$ cat src/rtl/lsu_pkg.sv
// Shared LSU types: access-size encodings, the initiator state enum,
// and the sub-word merge / load-extension helpers.
package lsu_pkg;

    localparam logic [1:0] SZ_BYTE = 2'b00;
    localparam logic [1:0] SZ_HALF = 2'b01;
    localparam logic [1:0] SZ_WORD = 2'b10;

    typedef enum logic [1:0] {
        ST_IDLE,
        ST_RD,
        ST_WR,
        ST_RESP
    } lsu_state_e;

    // Number of bytes touched; 0 flags the illegal encoding.
    function automatic logic [2:0] lsu_bytes(
        input logic [1:0] size
    );
        logic [2:0] n;
        case (size)
            SZ_BYTE: n = 3'd1;
            SZ_HALF: n = 3'd2;
            SZ_WORD: n = 3'd4;
            default: n = 3'd0;
        endcase
        return n;
    endfunction

    // Overlay the low store bytes onto the word read back from memory.
    function automatic logic [31:0] lsu_merge(
        input logic [1:0]  size,
        input logic [31:0] rdata,
        input logic [31:0] wdata
    );
        logic [31:0] m;
        case (size)
            SZ_BYTE: m = {rdata[31:8], wdata[7:0]};
            SZ_HALF: m = {rdata[31:16], wdata[15:0]};
            default: m = wdata;
        endcase
        return m;
    endfunction

    function automatic logic [31:0] lsu_extend_data(
        input logic [1:0]  size,
        input logic        sgn,
        input logic [31:0] data
    );
        logic [31:0] r;
        case (size)
            SZ_BYTE: r = {{24{sgn & data[7]}}, data[7:0]};
            SZ_HALF: r = {{16{sgn & data[15]}}, data[15:0]};
            default: r = data;
        endcase
        return r;
    endfunction

endpackage

$ cat src/rtl/lsu_extend.sv
// Combinational load-data extension by access size and signedness.
// Ports: size/sgn select the rule, rdata is the raw word, result is extended.
module lsu_extend
    import lsu_pkg::*;
(
    input  logic [1:0]  size,
    input  logic        sgn,
    input  logic [31:0] rdata,
    output logic [31:0] result
);

    assign result = lsu_extend_data(size, sgn, rdata);

endmodule

$ cat src/rtl/lsu_mem_initiator.sv
// LSU data-memory initiator: one load/store at a time, RMW for sub-word
// stores, stall while busy. Ports: req_* from MEM stage, resp_* back,
// mem_* to data memory. Optional macro LSU_ALIGN_CHECK_EN flags
// misaligned half/word accesses as errors.
module lsu_mem_initiator
    import lsu_pkg::*;
#(
    parameter int MEM_BYTES = 32,
    parameter int ADDR_W    = 32
) (
    input  logic              clk_i,
    input  logic              rst_i,
    input  logic              req_valid_i,
    output logic              req_ready_o,
    input  logic              req_write_i,
    input  logic [1:0]        req_size_i,
    input  logic              req_signed_i,
    input  logic [ADDR_W-1:0] req_addr_i,
    input  logic [31:0]       req_wdata_i,
    output logic              resp_valid_o,
    output logic [31:0]       resp_data_o,
    output logic              resp_err_o,
    output logic              stall_o,
    output logic [ADDR_W-1:0] mem_addr_o,
    output logic              mem_read_o,
    output logic              mem_write_o,
    output logic [31:0]       mem_wdata_o,
    input  logic [31:0]       mem_rdata_i,
    input  logic              mem_ready_i
);

    localparam int AW1 = ADDR_W + 1;

    lsu_state_e state_q;
    lsu_state_e state_d;

    logic              op_write_q;
    logic [1:0]        op_size_q;
    logic              op_signed_q;
    logic [31:0]       op_wdata_q;
    logic [ADDR_W-1:0] mem_addr_q;
    logic [31:0]       mem_wdata_q;
    logic [31:0]       resp_data_q;
    logic              resp_err_q;
    logic [31:0]       ext_data;

    logic [AW1-1:0]    end_addr;
    logic              size_err;
    logic              range_err;
    logic              align_err;
    logic              req_err;
    logic              word_store;
    logic              accept;

    // One extra bit so addr + bytes cannot wrap past the range check.
    assign end_addr  = {1'b0, req_addr_i}
                     + AW1'(lsu_bytes(req_size_i));
    assign size_err  = (req_size_i == 2'b11);
    assign range_err = (end_addr > AW1'(MEM_BYTES));

`ifdef LSU_ALIGN_CHECK_EN
    assign align_err =
        ((req_size_i == SZ_HALF) && req_addr_i[0]) ||
        ((req_size_i == SZ_WORD) && (req_addr_i[1:0] != 2'b00));
`else
    assign align_err = 1'b0;
`endif

    assign req_err    = size_err | range_err | align_err;
    assign word_store = req_write_i && (req_size_i == SZ_WORD);
    assign accept     = (state_q == ST_IDLE) && req_valid_i;

    always_ff @(posedge clk_i or negedge rst_i) begin
        if (!rst_i) begin
            state_q <= ST_IDLE;
        end else begin
            state_q <= state_d;
        end
    end

    always_comb begin
        state_d      = state_q;
        req_ready_o  = 1'b0;
        stall_o      = 1'b1;
        mem_read_o   = 1'b0;
        mem_write_o  = 1'b0;
        resp_valid_o = 1'b0;
        unique case (state_q)
            ST_IDLE: begin
                req_ready_o = 1'b1;
                stall_o     = 1'b0;
                if (req_valid_i) begin
                    if (req_err) begin
                        state_d = ST_RESP;
                    end else if (word_store) begin
                        state_d = ST_WR;
                    end else begin
                        state_d = ST_RD;
                    end
                end
            end
            ST_RD: begin
                mem_read_o = 1'b1;
                if (mem_ready_i) begin
                    state_d = op_write_q ? ST_WR : ST_RESP;
                end
            end
            ST_WR: begin
                mem_write_o = 1'b1;
                if (mem_ready_i) begin
                    state_d = ST_RESP;
                end
            end
            ST_RESP: begin
                resp_valid_o = 1'b1;
                state_d      = ST_IDLE;
            end
            default: begin
                state_d = ST_IDLE;
            end
        endcase
    end

    // Address/data registers only load when entering RD or WR, so
    // they keep their last value in IDLE and RESP.
    always_ff @(posedge clk_i or negedge rst_i) begin
        if (!rst_i) begin
            op_write_q  <= 1'b0;
            op_size_q   <= SZ_BYTE;
            op_signed_q <= 1'b0;
            op_wdata_q  <= '0;
            mem_addr_q  <= '0;
            mem_wdata_q <= '0;
            resp_data_q <= '0;
            resp_err_q  <= 1'b0;
        end else begin
            if (accept) begin
                op_write_q  <= req_write_i;
                op_size_q   <= req_size_i;
                op_signed_q <= req_signed_i;
                op_wdata_q  <= req_wdata_i;
                resp_data_q <= '0;
                resp_err_q  <= req_err;
                if (!req_err) begin
                    mem_addr_q <= req_addr_i;
                    if (word_store) begin
                        mem_wdata_q <= req_wdata_i;
                    end
                end
            end
            if ((state_q == ST_RD) && mem_ready_i) begin
                if (op_write_q) begin
                    mem_wdata_q <= lsu_merge(op_size_q,
                                             mem_rdata_i,
                                             op_wdata_q);
                end else begin
                    resp_data_q <= ext_data;
                end
            end
        end
    end

    lsu_extend u_extend (
        .size   (op_size_q),
        .sgn    (op_signed_q),
        .rdata  (mem_rdata_i),
        .result (ext_data)
    );

    assign mem_addr_o  = mem_addr_q;
    assign mem_wdata_o = mem_wdata_q;
    assign resp_data_o = resp_data_q;
    assign resp_err_o  = resp_err_q;

endmodule

$ cat config.mk
export PLATFORM = sky130hd
export DESIGN_NAME = lsu_mem_initiator
export DESIGN_NICKNAME = d
export VERILOG_FILES = /design/src/rtl/lsu_pkg.sv /design/src/rtl/lsu_extend.sv /design/src/rtl/lsu_mem_initiator.sv
export SDC_FILE = /design/constraint.sdc
export NUM_CORES = 1
export LEC_CHECK = 0
export CORE_UTILIZATION = 29
export DETAILED_ROUTE_END_ITERATION = 12
export PLACE_DENSITY = 0.58
export SKIP_LAST_GASP = 1
export SYNTH_ARGS = -nofsm -noshare
export SYNTH_HDL_FRONTEND = slang
export SYNTH_SLANG_ARGS = --single-unit
export TNS_END_PERCENT = 30
$ cat constraint.sdc
create_clock -name clk_i -period 3.4 [get_ports clk_i]
set_clock_uncertainty 0.05 [all_clocks]
set_input_delay 0.68 -clock clk_i [delete_from_list [all_inputs] [get_ports clk_i]]
set_output_delay 0.68 -clock clk_i [all_outputs]
set_load 0.01 [all_outputs]
* Word level (Yosys, flattened, before mapping) *
Index checks and enable logic that the tools add are counted.

operators by class
  add/sub/neg operators = 1
  $lt $le $gt $ge = 1
  equal/unequal tests = 10
  muxes and demuxes = 23
  bitwise logic cells = 4
  reductions and logical operators = 8

operator list
  cell                                                  number
  2-to-1 mux 32 bit                                     8
  one-hot mux 32 bit (2 select lines)                   2
  adder 32 x 3 -> 33 bit                                1
  > comparator 33 x 6 -> 1 bit (second input constant)  1
  2-to-1 mux 2 bit                                      5
  one-hot mux 3 bit (3 select lines)                    1
  == test 2 bit (second input constant)                 4
  one-hot mux 2 bit (4 select lines)                    1
  == test 2 x 1 -> 1 bit (second input constant)        3
  zero test 2 bit                                       3
  2-to-1 mux 1 bit                                      6
  inequality test 2 bit (second input constant)         3
  logical AND 1 bit                                     3
  AND reduction 3 bit                                   1
  AND 1 bit                                             2
  AND reduction 2 bit                                   1
  inverter 1 bit                                        1
  OR 1 bit                                              1

storage, ports and cells
  register bits after elaboration = 135
  input port bits = 104
  output and inout bits = 102
  word-level logic and storage cells = 56

* Longest topological paths before layout *
Gate-level depths: netlist of the first run.

  depth in word-level cells = 9
  mapped depth = 13
  gate-level depth less buffers = 11

* Hierarchy *
A second synthesis of the first run with hierarchy kept.

unflattened totals
  cells, all modules = 809
  area total of the unflattened synthesis = 7238.2 um2

modules (own cells, without submodules)
  module             instances  cells each  area each (um2)
  lsu_mem_initiator  1          743         6852.8
  lsu_extend         1          66          385.4

* Least setup slack after synthesis of the first run *
Ideal clock, no wire load.

  path kind = input to register
  start point = input req_size_i[1]
  end point = register mem_addr_q[3] (netlist: mem_addr_o[3])
  library setup time = 0.128 ns
  data arrival time = 3.392 ns
  required time = 3.222 ns
  slack = -0.170 ns
  cell stages on the path = 12
  path buffers = 1
  path through = nor2_1 ha_1 fa_1 xor2_1 or4_1 a31o_1 o211ai_1 nand4_1 nor4_4 nand3_2 buf_2 mux2_1

between the ends
  word-level cells in the longest chain between the ends = 7
  elaborated cells on any way between the ends = 10

ends and longest elaborated chain
  what                                         RTL line                  text
  start: declaration                           lsu_mem_initiator.sv:16   input logic [1:0] req_size_i,
  == test 2 bit, or another cell as far along  lsu_pkg.sv:21             case (size)
  one-hot mux 3 bit (3 select lines)           lsu_pkg.sv:21
  adder 32 x 3 -> 33 bit                       lsu_mem_initiator.sv:57   + AW1'(lsu_bytes(req_size_i));
  > comparator 33 x 6 -> 1 bit                 lsu_mem_initiator.sv:59   assign range_err = (end_addr > AW1'(MEM_BYTES));
  OR 1 bit (*)                                 lsu_mem_initiator.sv:69   assign req_err = size_err | range_err | align_err;
  inverter 1 bit (no line) (*)                 --
  AND reduction 2 bit (no line) (*)            --
  end signal: assignment                       lsu_mem_initiator.sv:145  mem_addr_q <= req_addr_i;
  end: declaration                             lsu_mem_initiator.sv:41   logic [ADDR_W-1:0] mem_addr_q;

Every way passes the cells marked *; elsewhere a longest branch is shown, timed or not.
A chain may end at the register's enable or synchronous reset.

* Final worst setup path of the first run *
  start point = input req_size_i[0]
  end point = register mem_addr_q[4] (netlist: mem_addr_o[4])

The elaborated chain is that of the path after synthesis.

==> results of run 1 <==
==> Yosys cell counts (2+ instances only) <==
library cell    n
a31o_2         32
nor4_4          3
o41ai_1         2
and3_1          7
nor3_1          6
a22oi_1        24
a41oi_1         2
buf_2           7
nand4_1        10
inv_1          41
mux2i_1        26
nand3_1        44
and2_1         28
buf_4           6
mux2_1          3
nor3b_1         2
mux2_2          5
xor2_1          3
a31oi_1        35
clkbuf_1       37
a21o_1          2
dfrtp_1       135
nand3_2         2
buf_1           5
o21ai_0        26
a211oi_1        5
nand2_1       138
nor2_1         56
ha_1            7
a21oi_1        41
or3_1           2
nor2b_1         3
nor4_1          4
or4_1           5
xnor2_1         3
o21a_1          3
or2_2           2
o22ai_1         2
==> registers in the layout (all words and copies together), names as in the netlist <==
| register | cells |
|---|---|
| mem_wdata_o | 32 |
| op_write_q | 1 |
| state_q | 2 |
| mem_addr_o | 32 |
| resp_data_o | 32 |
| op_signed_q | 1 |
| op_wdata_q | 32 |
| op_size_q | 2 |
| resp_err_o | 1 |
==> through the flow <==
stage	hold WS (ps)	worst slack, ps
floorplan	334.4	18.53
global placement	406.6	-677.6
detailed placement	412.0	-720.0
CTS	240.7	-11.56
global route	259.3	-34.97
finish	193.2	117.6
==> power breakdown <==
| part | internal [mW] | switching, mW |
|---|---|---|
| registers | 2.12 | 0.282 |
| logic | 1.40 | 1.31 |
| clock network | 1.17 | 0.776 |
| total | 4.70 | 2.37 |
==> worst min-delay path by stage <==
| stage | from | end | slack (ps) |
|---|---|---|---|
| after floorplan | rst_i | mem_addr_o[0] | 330 |
| after detailed placement | op_wdata_q[14] | op_wdata_q[14] | 410 |
| final | rst_i | resp_data_o[16] | 190 |
| after global routing | rst_i | resp_data_o[16] | 260 |
| after CTS | rst_i | resp_data_o[16] | 240 |
| after global placement | op_wdata_q[26] | op_wdata_q[26] | 410 |
==> layer usage <==
layer | up-vias | track usage (%)
met5 | - | 0
met4 | 2 | 4.808
met3 | 17 | 5.119
met2 | 150 | 30.42
met1 | 3200 | 24.34
li1 | 3258 | -
==> worst reg2reg max path, delay by kind of cell, from the launching register on <==
family                     cells  cell delay, ps
buffers and inverters          2             340
DFF                            1             410
and+or+nand+nor                3             690
AOI/OAI and AO/OA              2             290
adders and majority gates      1             290
==> what timing repair did <==
item,CTS,global route
setup endpoints to repair,67,59
cloned,3,0
pin swaps,12,5
gates resized for setup,27,4
buffers inserted,5,2
==> final cells by class <==
| cell class | instances | area, um2 |
|---|---|---|
| tap | 319 | 399.1 |
| clock inverter | 15 | 190.2 |
| sequential | 135 | 3379 |
| multi-input combinational | 550 | 3364 |
| fill | 2338 | 12830 |
| timing repair buffer | 292 | 2873 |
| inverter | 41 | 153.9 |
| clock buffer | 17 | 425.4 |
==> kinds of logic (layout without fill, tap and decap cells) <==
group	count (synthesis)	after routing	share of synthesized area, %
AND/OR/NAND/NOR	317	317	21.59
AO/OA/AOI/OAI	185	185	17.61
flip-flops	135	135	47.98
buffers and inverters	96	365	5.562
multiplexers	34	34	4.976
adder cells (fa/ha/maj)	8	8	1.528
XOR/XNOR	6	6	0.7465
==> cells in the final DEF (no fill, tap or decap), types with 26 or more instances in the layout <==
cell type,count
a21oi_1,38
and2_1,27
a31oi_1,35
a31o_2,32
nand3_1,43
inv_1,41
clkdlybuf4s50_1,199
nand2_1,136
buf_4,74
dfrtp_1,134
o21ai_0,26
mux2i_1,26
nor2_1,54
==> flow_metrics.env, run 1 <==
export IMPL_status="finished clean"
export IMPL_drc=0
export IMPL_yosys_area_top_type="dfrtp_1"
export IMPL_dp_hpwl_um=15480
export IMPL_cts_clk_slew_worst_paths_ps=70
export IMPL_path_cells="buf_2, nor2_2, ha_2, fa_2, or4_1, o21a_1, o211ai_1, nand4_1, nor4_4, buf_4, nand3_4, buf_6, mux2_1"
export IMPL_grt_pass1_wl_um=35710
export IMPL_synth_area_um2=7041
export IMPL_syn_num_nets=893
export IMPL_via_per_inst=4.841
export IMPL_met2_length_um=10650
export IMPL_setup_violations=0
export IMPL_slowest_stage="or4_1"
export IMPL_worstSetupStartpoint="req_size_i[0]"
export IMPL_place_congestion=0.8405
export IMPL_maxSlewViolCount=0
export IMPL_drt_iter0_drc=290
export IMPL_tightest_slew_ps=1033
export IMPL_die_area_um2=24900
export IMPL_rsz0062_at_grt="yes"
export IMPL_fin_crit_sh_pct=96.54
export IMPL_synth_edf_count=0
export IMPL_yosys_warnings=0
export IMPL_worstPathArrival_ps=3530
export IMPL_core_region_area_um2=23610
export IMPL_wl_met1_um=10380
export IMPL_hold_violations=0
export IMPL_insertedDiodeCount=0
export IMPL_p_total_mw=7.065
export IMPL_synth_area_leaders="dfrtp_1 48%, nand2_1 7.4%, a31o_2 4.0%, mux2i_1 3.7%, nand3_1 3.1%"
export IMPL_fp_dieH_um=157.8
export IMPL_crit_buf_inv=3
export IMPL_final_cells=1369
export IMPL_ys_types=55
export IMPL_ys_seq_elements=135
export IMPL_clk_latency_ps=420
export IMPL_core_rowCount=56
export IMPL_ant_nets=0
export IMPL_worst_ir_drop_vdd_mv=0.3412
export IMPL_drive_above_1_share_pct=17.81
export IMPL_cts_root_buf="clkbuf_16"
export IMPL_layout_min_cycle_time_ps=3282
export IMPL_nets=1149
export IMPL_critPathMaxFanout=6
export IMPL_synthArstFlopShare_pct=100.0
export IMPL_cts_sinks=135
export IMPL_timing_reg2reg_setup_slack_ps=1240
export IMPL_hp_class="in -> async"
export IMPL_setup_worst_path_class="in -> reg"
export IMPL_final_area_um2=10790
export IMPL_synth_top_area_share_pct=47.98
export IMPL_power_density_nw_per_um2=655.1
export IMPL_cts_buffers=17
export IMPL_max_freq_mhz=304.7
export IMPL_wl_um=22620
export IMPL_first_global_vias=6637
export IMPL_dr_max_layer_used="met5"
export IMPL_place_area_um2=9957
export IMPL_grt_max_degree=73
export IMPL_finalSetupTns_ps=0
export IMPL_r2r_end="mem_wdata_o[8]"
export IMPL_dp_cells=1327
export IMPL_p_leak_nw=4.834
export IMPL_cp_end_kind="register"
export IMPL_antenna_found_initial=1
export IMPL_cp_depth=13
export IMPL_overflow=0
export IMPL_clockBufferDepth=2
export IMPL_drv_cap=0
export IMPL_htree_num_levels=4
export IMPL_crit_path_max_incr_delay_ps=470
export IMPL_cts_tree="yes"
export IMPL_syn_inst=781
export IMPL_cp_top_family="simple AND/OR/NAND/NOR gates"
export IMPL_dieWidth_um=157.8
export IMPL_grt_usage_pct=18.69
export IMPL_fin_util_pct=45.68
export IMPL_slew_headroom_pct=30.88
export IMPL_wire_per_inst_um=16.52
export IMPL_start_util_pct=29.82
export IMPL_placement_io_buffers=205
export IMPL_cp_endpoint="mem_addr_o[4]"
export IMPL_syn_to_final_growth_pct=53.19
export IMPL_io_pins=206
export IMPL_crit_path_start_kind="input port"
export IMPL_wl_met3_um=1321
export IMPL_via_count=6627
export IMPL_yosysSeqAreaShare_pct=47.98
export IMPL_drt_first_pass_iters=4
export IMPL_timing_rr_start="state_q[1]"
export IMPL_syn_area_per_cell_um2=9.015
export IMPL_r2r_cells=8
export IMPL_holdBufCountCts=0
export IMPL_ys_flop_type="dfrtp_1"
export IMPL_crit_required_ps=3650
No activity file was read; power rests on OpenSTA's default activity.
==> run 2, diff against run 1 <==
--- a/config.mk
+++ b/config.mk
@@ -5,6 +5,7 @@
 export SDC_FILE = /design/constraint.sdc
 export NUM_CORES = 1
 export LEC_CHECK = 0
+export CORE_MARGIN = 2
 export CORE_UTILIZATION = 29
 export DETAILED_ROUTE_END_ITERATION = 12
 export PLACE_DENSITY = 0.58
==> flow_metrics.env, run 2 (same netlist as run 1, synthesis figures left out) <==
export IMPL_io_pins=206
export IMPL_r2r_end="mem_wdata_o[8]"
export IMPL_grt_max_degree=78
export IMPL_die_area_um2=25540
export IMPL_final_cell_mix="199 x clkdlybuf4s50_1, 136 x nand2_1, 134 x dfrtp_1, 73 x buf_4, 54 x nor2_1"
export IMPL_maxSlewViolCount=0
export IMPL_fp_dieH_um=159.8
export IMPL_pwr_share_seq_pct=34.6
export IMPL_grt_usage_pct=18.03
export IMPL_core_region_area_um2=24110
export IMPL_status="finished clean"
export IMPL_critPathMaxFanout=6
export IMPL_setup_violations=0
export IMPL_comb_power_share_pct=39.1
export IMPL_switching_share_pct=34.34
export IMPL_dieWidth_um=159.8
export IMPL_cts_sinks=135
export IMPL_fin_util_pct=44.42
export IMPL_layout_min_cycle_time_ps=3269
export IMPL_setup_worst_path_class="in -> reg"
export IMPL_drv_cap=0
export IMPL_via_count=6668
export IMPL_ant_nets=0
export IMPL_fin_crit_sh_pct=96.15
export IMPL_max_freq_mhz=305.9
export IMPL_grt_pass1_wl_um=36810
export IMPL_first_global_vias=6705
export IMPL_final_area_um2=10710
export IMPL_hp_class="in -> async"
export IMPL_hold_violations=0
export IMPL_crit_required_ps=3650
export IMPL_worstPathArrival_ps=3520
export IMPL_p_leak_nw=4.803
export IMPL_cts_buffers=17
export IMPL_cp_end_kind="register"
export IMPL_antenna_found_initial=1
export IMPL_crit_path_start_kind="input port"
export IMPL_cts_clk_slew_worst_paths_ps=70
export IMPL_clk_latency_ps=410
export IMPL_cts_root_buf="clkbuf_16"
export IMPL_cts_tree="yes"
export IMPL_drt_first_pass_iters=5
export IMPL_overflow=0
export IMPL_timing_rr_start="state_q[0]"
export IMPL_drt_iter0_drc=311
export IMPL_placement_io_buffers=205
export IMPL_place_congestion=0.7820
export IMPL_place_area_um2=9936
export IMPL_tightest_slew_ps=974.3
export IMPL_power_density_nw_per_um2=650.4
export IMPL_clockBufferDepth=2
export IMPL_final_common_cell="clkdlybuf4s50_1"
export IMPL_nFillCells=2430
export IMPL_r2r_cells=8
export IMPL_drc=0
export IMPL_insertedDiodeCount=0
export IMPL_p_int_mw=4.572
export IMPL_p_clk_share_pct=26.3
export IMPL_timing_reg2reg_setup_slack_ps=1280
export IMPL_rsz0062_at_grt="no"
export IMPL_nets=1147
export IMPL_worst_ir_drop_vdd_mv=0.3032
export IMPL_dp_hpwl_um=15540
export IMPL_syn_to_final_growth_pct=52.09
export IMPL_drive_above_1_share_pct=17.56
export IMPL_start_util_pct=29.21
export IMPL_finalSetupTns_ps=0
export IMPL_p_sw_mw=2.392
export IMPL_slew_headroom_pct=34.80
export IMPL_wl_um=22840
export IMPL_core_rowCount=57
export IMPL_wire_per_inst_um=16.64
export IMPL_via_per_inst=4.860
export IMPL_htree_num_levels=4
==> run 2: power by group through the flow <==
| stage | combinational, mW | sequential, mW | clock [mW] |
|---|---|---|---|
| after CTS | 2.76 | 2.41 | 1.89 |
| after global routing | 3.01 | 2.48 | 1.97 |
| after floorplan | 1.32 | 2.54 | 0 |
| after global placement | 2.71 | 2.42 | 0 |
| after detailed placement | 2.75 | 2.43 | 0 |
| final | 2.72 | 2.41 | 1.83 |
==> run 2: timing repair <==
item / in CTS / in global routing
resized for setup: 23 / 6
gates cloned: 3 / 0
setup endpoints to repair: 67 / 64
pin swaps: 12 / 7
buffers inserted: 6 / 1
hold buffers: 0 / 0
==> run 2: how the worst max path moves through the flow <==
stage | from | endpoint | depth (start not counted)
CTS | req_addr_i[0] | mem_addr_o[4] | 13
floorplan | req_size_i[1] | mem_addr_o[3] | 11
global placement | req_size_i[0] | mem_addr_o[14] | 13
detailed placement | req_size_i[0] | mem_wdata_o[18] | 15
global route | req_size_i[0] | mem_addr_o[4] | 16
finish | req_size_i[0] | mem_addr_o[4] | 13
==> run 2: critical path, stage by stage <==
cell and delay (ps):
buf_2 120, nor2_2 100, ha_2 200, fa_2 440, or4_1 480, o21a_1 200, o211ai_1 150, nand4_1 160
nor4_4 180, buf_4 180, nand3_4 130, buf_6 190, mux2_1 300
==> run 2: per-stage QoR <==
stage | total power [mW] | worst slack [ps] | std cells | hold WS, ps
finish | 6.964 | 130.7 | 1372 | 231.5
global route | 7.452 | 0.7305 | 1372 | 295.3
detailed placement | 5.176 | -770.1 | 1330 | 412.2
floorplan | 3.854 | 18.53 | 781 | 334.4
CTS | 7.060 | -16.51 | 1371 | 262.7
global placement | 5.134 | -749.6 | 1330 | 407.1
==> run 2: metal layers <==
layer,global-route usage [%],part of all wire [%]
met5,0,0.035
met3,4.675,6.0
met1,24.05,46
met4,4.914,1.5
met2,29.10,47
==> run 2: cell type report <==
type / count / area [um2] / share of cell area, %
Inverter: 41 / 153.9 / 1.437
Sequential cell: 135 / 3379 / 31.56
Clock inverter: 14 / 138.9 / 1.297
Timing Repair Buffer: 290 / 2843 / 26.55
Clock buffer: 18 / 439.2 / 4.101
Multi-Input combinational cell: 550 / 3348 / 31.27
Tap cell: 324 / 405.4 / 3.786
